### src/rtl/fetch_pkg.sv
// Shared constants, FSM encoding and buffer entry layout for the instruction fetch unit.
package fetch_pkg;

    localparam logic [31:0] NOP        = 32'h0000_0033;
    localparam logic [6:0]  JAL_OPCODE = 7'b110_1111;
    localparam int          ENTRY_W    = 65;

    typedef enum logic [1:0] {
        FETCH = 2'd0,
        DRAIN = 2'd1,
        IDLE  = 2'd2
    } fetch_state_e;

    typedef struct packed {
        logic [31:0] pc;
        logic [31:0] instr;
        logic        predicted;
    } fetch_entry_t;

    function automatic logic [31:0] j_immediate(input logic [31:0] word);
        return {{12{word[31]}}, word[19:12], word[20], word[30:21], 1'b0};
    endfunction

endpackage

### src/rtl/fetch_if.sv
// Instruction bus between the fetch unit (master) and instruction memory (slave).
interface fetch_if;

    logic        instruction_request;
    logic [31:0] instruction_address;
    logic        instruction_response;
    logic [31:0] instruction_data;

    modport master (
        output instruction_request,
        output instruction_address,
        input  instruction_response,
        input  instruction_data
    );

    modport slave (
        input  instruction_request,
        input  instruction_address,
        output instruction_response,
        output instruction_data
    );

endinterface

### src/rtl/fetch_fifo.sv
// Prefetch buffer: power-of-two ring with wrapping pointers and a registered head.
module fetch_fifo #(
    parameter int               DEPTH       = 4,
    parameter int               WIDTH       = 65,
    parameter logic [WIDTH-1:0] EMPTY_VALUE = {WIDTH{1'b0}}
) (
    input  logic                   clk,
    input  logic                   reset,
    input  logic                   flush,
    input  logic                   push,
    input  logic [WIDTH-1:0]       push_data,
    input  logic                   pop,
    output logic                   out_valid,
    output logic [WIDTH-1:0]       out_data,
    output logic [$clog2(DEPTH):0] count
);

    localparam int PW = $clog2(DEPTH);
    localparam int CW = PW + 1;

    logic [WIDTH-1:0] mem_r [DEPTH];
    logic [PW-1:0]    rd_ptr_r, wr_ptr_r, rd_ptr_next_s;
    logic [CW-1:0]    count_r, remain_s, count_next_s;
    logic             push_ok_s, pop_ok_s, valid_next_s, valid_r;
    logic [WIDTH-1:0] data_next_s, data_r;

    // Accepted push/pop and the head that will be visible after this edge.
    always_comb begin
        pop_ok_s      = pop && (count_r != {CW{1'b0}});
        push_ok_s     = push && ((count_r != CW'(DEPTH)) || pop_ok_s);
        rd_ptr_next_s = pop_ok_s ? rd_ptr_r + PW'(1) : rd_ptr_r;
        remain_s      = count_r - CW'(pop_ok_s);
        count_next_s  = remain_s + CW'(push_ok_s);
        if (flush) begin
            valid_next_s = 1'b0;
            data_next_s  = EMPTY_VALUE;
        end else if (remain_s == {CW{1'b0}}) begin
            valid_next_s = push_ok_s;
            data_next_s  = push_ok_s ? push_data : EMPTY_VALUE;
        end else begin
            valid_next_s = 1'b1;
            data_next_s  = mem_r[rd_ptr_next_s];
        end
    end

    // Pointer, occupancy and head registers.
    always_ff @(posedge clk or posedge reset) begin
        if (reset) begin
            rd_ptr_r <= {PW{1'b0}};
            wr_ptr_r <= {PW{1'b0}};
            count_r  <= {CW{1'b0}};
            valid_r  <= 1'b0;
            data_r   <= EMPTY_VALUE;
        end else if (flush) begin
            rd_ptr_r <= {PW{1'b0}};
            wr_ptr_r <= {PW{1'b0}};
            count_r  <= {CW{1'b0}};
            valid_r  <= 1'b0;
            data_r   <= EMPTY_VALUE;
        end else begin
            rd_ptr_r <= rd_ptr_next_s;
            wr_ptr_r <= push_ok_s ? wr_ptr_r + PW'(1) : wr_ptr_r;
            count_r  <= count_next_s;
            valid_r  <= valid_next_s;
            data_r   <= data_next_s;
        end
    end

    // Entry storage; contents beyond the occupied window are don't-care.
    always_ff @(posedge clk) begin
        if (push_ok_s && !flush) begin
            mem_r[wr_ptr_r] <= push_data;
        end
    end

    assign out_valid = valid_r;
    assign out_data  = data_r;
    assign count     = count_r;

endmodule

### src/rtl/fetch_unit.sv
// Instruction fetch unit with prefetch buffer and redirect/drain handling.
// Define FETCH_JAL_PREDICT_EN to follow JAL targets at fetch time.
module fetch_unit
    import fetch_pkg::*;
#(
    parameter logic [31:0] BOOT_ADDRESS = 32'h0000_0000,
    parameter int          DEPTH        = 4
) (
    input  logic        clk,
    input  logic        reset,
    fetch_if.master     bus,
    input  logic        redirect,
    input  logic [31:0] redirect_address,
    output logic        fetch_valid,
    input  logic        fetch_ready,
    output logic [31:0] fetch_instruction,
    output logic [31:0] fetch_pc,
    output logic        fetch_predicted
);

    localparam int           CW          = $clog2(DEPTH) + 1;
    localparam fetch_entry_t EMPTY_ENTRY = '{pc: 32'h0000_0000, instr: NOP, predicted: 1'b0};

    fetch_state_e state_r, state_next_s;
    logic         request_r, request_next_s;
    logic [31:0]  address_r, address_next_s, target_r, target_next_s;
    logic [31:0]  redirect_target_s, next_address_s;
    logic         xfer_s, pending_s, push_s, pop_s, room_s, jal_s;
    logic [CW-1:0] count_s, count_next_s;
    fetch_entry_t push_entry_s, head_s;

    assign xfer_s            = request_r && bus.instruction_response;
    assign pending_s         = request_r && !bus.instruction_response;
    assign redirect_target_s = redirect_address & 32'hFFFF_FFFC;
    assign push_s            = xfer_s && (state_r == FETCH) && !redirect;
    assign pop_s             = fetch_valid && fetch_ready && !redirect;
    assign count_next_s      = redirect ? {CW{1'b0}} : count_s + CW'(push_s) - CW'(pop_s);
    assign room_s            = (count_next_s != CW'(DEPTH));
    assign push_entry_s      = '{pc: address_r, instr: bus.instruction_data, predicted: jal_s};

    // Address following the word completing this cycle.
    always_comb begin
`ifdef FETCH_JAL_PREDICT_EN
        jal_s          = (bus.instruction_data[6:0] == JAL_OPCODE);
        next_address_s = jal_s ? address_r + j_immediate(bus.instruction_data)
                               : address_r + 32'd4;
`else
        jal_s          = 1'b0;
        next_address_s = address_r + 32'd4;
`endif
    end

    // FSM state register.
    always_ff @(posedge clk or posedge reset) begin
        if (reset) begin
            state_r <= FETCH;
        end else begin
            state_r <= state_next_s;
        end
    end

    // FSM next state: a redirect over a live transfer must wait for it in DRAIN.
    always_comb begin
        state_next_s = state_r;
        if (redirect) begin
            state_next_s = pending_s ? DRAIN : FETCH;
        end else begin
            case (state_r)
                FETCH:   state_next_s = room_s ? FETCH : IDLE;
                IDLE:    state_next_s = room_s ? FETCH : IDLE;
                DRAIN:   state_next_s = xfer_s ? FETCH : DRAIN;
                default: state_next_s = FETCH;
            endcase
        end
    end

    // FSM outputs: next bus request, bus address and pending restart target.
    always_comb begin
        request_next_s = request_r;
        address_next_s = address_r;
        target_next_s  = target_r;
        if (redirect) begin
            target_next_s  = redirect_target_s;
            request_next_s = 1'b1;
            if (pending_s) begin
                address_next_s = address_r;
            end else begin
                address_next_s = redirect_target_s;
            end
        end else begin
            case (state_r)
                FETCH: begin
                    if (xfer_s) begin
                        address_next_s = next_address_s;
                    end else begin
                        address_next_s = address_r;
                    end
                    request_next_s = pending_s || room_s;
                end
                IDLE: begin
                    request_next_s = room_s;
                end
                DRAIN: begin
                    if (xfer_s) begin
                        address_next_s = target_r;
                    end else begin
                        address_next_s = address_r;
                    end
                    request_next_s = 1'b1;
                end
                default: begin
                    request_next_s = 1'b0;
                end
            endcase
        end
    end

    // Registered bus request, address and restart target.
    always_ff @(posedge clk or posedge reset) begin
        if (reset) begin
            request_r <= 1'b0;
            address_r <= BOOT_ADDRESS;
            target_r  <= 32'h0000_0000;
        end else begin
            request_r <= request_next_s;
            address_r <= address_next_s;
            target_r  <= target_next_s;
        end
    end

    fetch_fifo #(
        .DEPTH       (DEPTH),
        .WIDTH       (ENTRY_W),
        .EMPTY_VALUE (EMPTY_ENTRY)
    ) u_fifo (
        .clk       (clk),
        .reset     (reset),
        .flush     (redirect),
        .push      (push_s),
        .push_data (push_entry_s),
        .pop       (pop_s),
        .out_valid (fetch_valid),
        .out_data  (head_s),
        .count     (count_s)
    );

    assign bus.instruction_request = request_r;
    assign bus.instruction_address = address_r;
    assign fetch_instruction       = head_s.instr;
    assign fetch_pc                = head_s.pc;
    assign fetch_predicted         = head_s.predicted;

endmodule

### src/flat_wrapper.sv
// flat-port wrapper written by rule: the top's interface ports become plain ports
module fetch_unit_flat import fetch_pkg::*;
#(
    parameter logic [31:0] BOOT_ADDRESS = 32'h0000_0000,
    parameter int          DEPTH        = 4
)
  (clk, reset, redirect, redirect_address, fetch_valid, fetch_ready, fetch_instruction, fetch_pc, fetch_predicted, bus_instruction_request, bus_instruction_address, bus_instruction_response, bus_instruction_data);
  fetch_if bus_i ();
  input  logic clk;
  input  logic reset;
  input  logic redirect;
  input  logic [31:0] redirect_address;
  output logic fetch_valid;
  input  logic fetch_ready;
  output logic [31:0] fetch_instruction;
  output logic [31:0] fetch_pc;
  output logic fetch_predicted;
  output wire logic [$bits(bus_i.instruction_request)-1:0] bus_instruction_request;
  output wire logic [$bits(bus_i.instruction_address)-1:0] bus_instruction_address;
  input wire logic [$bits(bus_i.instruction_response)-1:0] bus_instruction_response;
  input wire logic [$bits(bus_i.instruction_data)-1:0] bus_instruction_data;
  assign bus_instruction_request = bus_i.instruction_request;
  assign bus_instruction_address = bus_i.instruction_address;
  assign bus_i.instruction_response = bus_instruction_response;
  assign bus_i.instruction_data = bus_instruction_data;
  fetch_unit #(.BOOT_ADDRESS(BOOT_ADDRESS), .DEPTH(DEPTH)) u_core (.clk(clk), .reset(reset), .bus(bus_i), .redirect(redirect), .redirect_address(redirect_address), .fetch_valid(fetch_valid), .fetch_ready(fetch_ready), .fetch_instruction(fetch_instruction), .fetch_pc(fetch_pc), .fetch_predicted(fetch_predicted));
endmodule
### config.mk
export PLATFORM = sky130hd
export DESIGN_NAME = fetch_unit_flat
export DESIGN_NICKNAME = d
export VERILOG_FILES = /design/src/rtl/fetch_pkg.sv /design/src/rtl/fetch_if.sv /design/src/rtl/fetch_fifo.sv /design/src/rtl/fetch_unit.sv /design/src/flat_wrapper.sv
export SDC_FILE = /design/constraint.sdc
export NUM_CORES = 1
export LEC_CHECK = 0
export BUFFER_PORTS_ARGS = -buffer_cell sky130_fd_sc_hd__buf_4
export CORE_MARGIN = 1.5
export CORE_UTILIZATION = 54
export CTS_CLUSTER_DIAMETER = 60
export CTS_CLUSTER_SIZE = 28
export DETAILED_ROUTE_END_ITERATION = 8
export PLACE_DENSITY_LB_ADDON = 0.2
export SYNTH_ARGS = -nofsm -noshare
export SYNTH_HDL_FRONTEND = slang
export SYNTH_SLANG_ARGS = --single-unit
### constraint.sdc
create_clock -name clk -period 4.7 [get_ports clk]
set_input_delay 0.94 -clock clk [delete_from_list [all_inputs] [get_ports clk]]
set_output_delay 0.94 -clock clk [all_outputs]
set_load 0.05 [all_outputs]
==> results.sh <==
export IMPL_status="finished, final reports clean"
export IMPL_root_buffer="clkbuf_16"
export IMPL_ant_nets=0
export IMPL_reg2reg_depth=10
export IMPL_final_cells=1881
export IMPL_io_buffers=162
export IMPL_synthDistinctLibCells=64
export IMPL_syn_avg_cell_area_um2=12.8
export IMPL_io_pins=168
export IMPL_power_frac_comb_pct=16.1
export IMPL_hp_class="flip-flop to flip-flop"
export IMPL_drt_pass1_iter_count=6
export IMPL_layout_drive_gt1_share_pct=23.3
export IMPL_fin_setup_tns_ns=0
export IMPL_cts_tree="built"
export IMPL_drcViolationCount=0
export IMPL_maxSlewViolCount=0
export IMPL_gr_total_overflow=0
export IMPL_fin_nets=1535
export IMPL_p_int_mw=5.73
export IMPL_synth_seq_cells=382
export IMPL_hold_viol=0
export IMPL_synth_common_cells="248 x edfxtp_1, 158 x o21ai_0, 130 x dfrtp_1"
export IMPL_grt_max_degree=101
export IMPL_rsz0062_at_grt="false"
export IMPL_wl_per_cell_um=22.3
export IMPL_drtIter0Drc=1145
export IMPL_crit_path_end_kind="flip-flop"
export IMPL_p_clk_share_pct=33.2
export IMPL_hold_buffers=0
export IMPL_place_inst=1823
export IMPL_async_reset_ff_share_pct=35.1
export IMPL_cp_max_fo=58
export IMPL_drt_total_wl_um=42000
export IMPL_r2r_end="u_core.u_fifo.out_data[42]"
export IMPL_ys_flop_type="edfxtp_1"
export IMPL_grt_pass1_wl_um=65800
export IMPL_grtUsageTotal_pct=25.2
export IMPL_die_area_um2=33000
export IMPL_slew_headroom_pct=34.2
export IMPL_path_class="flip-flop to flip-flop"
export IMPL_area_growth_pct=15.2
export IMPL_synth_seq_area_share_pct=62.7
export IMPL_die_w_um=182
export IMPL_critPathCapture="u_core.u_fifo.out_data[42]"
export IMPL_r2r_setup_slack_ns=1.15
export IMPL_cp_arrival_ns=4.05
export IMPL_gp_congestion=0.789
export IMPL_synth_edf_count=248
export IMPL_dieHeight_um=182
export IMPL_post_cts_buffers=0
export IMPL_leakage_nw=7.13
export IMPL_core_um2=31500
export IMPL_vias_per_cell=6.47
export IMPL_start_util_pct=54.7
export IMPL_numCtsBuffers=31
export IMPL_yosysTopAreaCellShare_pct=43.2
export IMPL_startpoint_type="flip-flop"
export IMPL_first_global_vias=11900
export IMPL_finClkSkew_ns=0.0130
export IMPL_fmax_mhz=282
export IMPL_grt_antenna_before_repair=0
export IMPL_r2r_start="u_core.u_fifo.count[2]"
export IMPL_post_synth_top_count_cell="edfxtp_1"
export IMPL_yosys_top_cells_area="edfxtp_1 43%, dfrtp_1 19%, mux2_2 4.7%"
export IMPL_htree_num_levels=1
export IMPL_clkSinkCount=382
export IMPL_n_antenna_cell=0
export IMPL_vias=12200
export IMPL_syn_inst=1350
export IMPL_cts_resized_gates=0
export IMPL_netlist_area_um2=17200
export IMPL_startpoint="u_core.u_fifo.count[2]"
export IMPL_seq_power_share_pct=50.7
export IMPL_peakVddDrop_uv=304
export IMPL_clkSlewWorstSetupHoldPaths_ns=0.08
export IMPL_rows=65
export IMPL_yosysTopAreaCell="edfxtp_1"
export IMPL_fin_crit_sh_pct=75.5
export IMPL_clock_path_buffers=3
export IMPL_synth_warnings=0
export IMPL_maxCapViolations=0
export IMPL_hpwlAfterDp_um=24100
export IMPL_p_switching_mw=2.50
export IMPL_cp_data_required_time_ns=5.20
export IMPL_power_density_nw_per_um2=415
export IMPL_switching_share_pct=30.4
export IMPL_layout_min_cycle_time_ns=3.55
export IMPL_worstSkewPairLatency_ns=0.58
export IMPL_worstMarginPinSlew_ns=0.987
export IMPL_setup_violations_final=0
power by group through the flow:
stage                     clock [mW]  combinational (mW)  sequential (mW)
after CTS                       2.78                1.33             4.16
after global placement             0                1.31             4.21
after global routing            2.90                1.41             4.20
after detailed placement           0                1.33             4.23
after floorplan                    0               0.478             4.55
final                           2.73                1.33             4.17
area by class of cell:
cell class / count / area (um2)
Sequential cell: 382 / 10800
Inverter: 36 / 143
Fill cell: 2343 / 11600
Timing Repair Buffer: 187 / 1470
Clock inverter: 19 / 219
Tap cell: 402 / 503
Clock buffer: 39 / 870
Multi-Input combinational cell: 816 / 5830
routing by layer:
metal  routed length (um)  GRT usage (%)
met1                17800           35.8
met2                20100           40.9
met3                 3060           3.01
met4                  922           7.83
met5                    0              0
logic make-up after synthesis:
group	after synthesis	share of synthesized area, %
and+or+nand+nor	275	8.89
AOI/OAI and AO/OA	415	16.5
other	1	0.0218
muxes	92	6.16
DFF	382	62.7
xor gates and xnor gates	18	0.915
adders and majority gates	12	0.915
buffers and inverters	155	3.84
layout by cell type, fill, tap and decap left out, types with 48 or more instances in the layout:
master,n
a32o_1,57
buf_4,182
dfrtp_1,128
edfxtp_1,248
mux2_2,72
nand2_1,48
nor3_1,71
nor3b_1,57
o21ai_0,158
o221ai_1,60
o22ai_1,60
stage by stage:
stage	worst slack [ns]	area (um2)	hold WS [ns]	util (%)	total power, mW
global placement	0.770	18800	0.460	59.6	5.52
finish	1.15	19800	0.487	63.0	8.23
CTS	1.15	19800	0.490	63.0	8.27
floorplan	0.184	17200	0.444	-	5.02
global route	0.922	19800	0.525	63.0	8.51
detailed placement	0.693	18800	0.469	59.6	5.55
worst min-delay path by stage:
| stage | to | slack (ns) | cells after the start | start |
|---|---|---|---|---|
| floorplan | u_core.target_r[8] | 0.44 | 2 | u_core.target_r[8] |
| CTS | u_core.target_r[8] | 0.49 | 2 | u_core.target_r[8] |
| global placement | u_core.target_r[8] | 0.46 | 2 | u_core.target_r[8] |
| finish | u_core.target_r[8] | 0.49 | 2 | u_core.target_r[8] |
| detailed placement | u_core.target_r[8] | 0.47 | 2 | u_core.target_r[8] |
| global route | u_core.target_r[8] | 0.52 | 2 | u_core.target_r[8] |
registers in the layout, indices dropped and copies added, names as in the netlist:
register	count
u_core.bus.instruction_request	1
u_core.bus.instruction_address	30
u_core.u_fifo.out_data	63
u_core.target_r	30
u_core.u_fifo.count	3
u_core.u_fifo.rd_ptr_r	2
u_core.u_fifo.wr_ptr_r	2
u_core.u_fifo.mem_r	248
u_core.u_fifo.out_valid	1
u_core.state_r	2
worst max-delay path, stage by stage, from the launching register on:
cell	delay [ns]
dfrtp_1	0.45
or3_1	0.44
nand2_4	0.37
inv_4	0.05
ha_1	0.22
ha_1	0.23
xnor2_1	0.36
nand3_1	0.21
nor3_4	0.16
buf_4	0.68
a32o_1	0.27
Note: power is estimated with default switching activity, not from simulation.
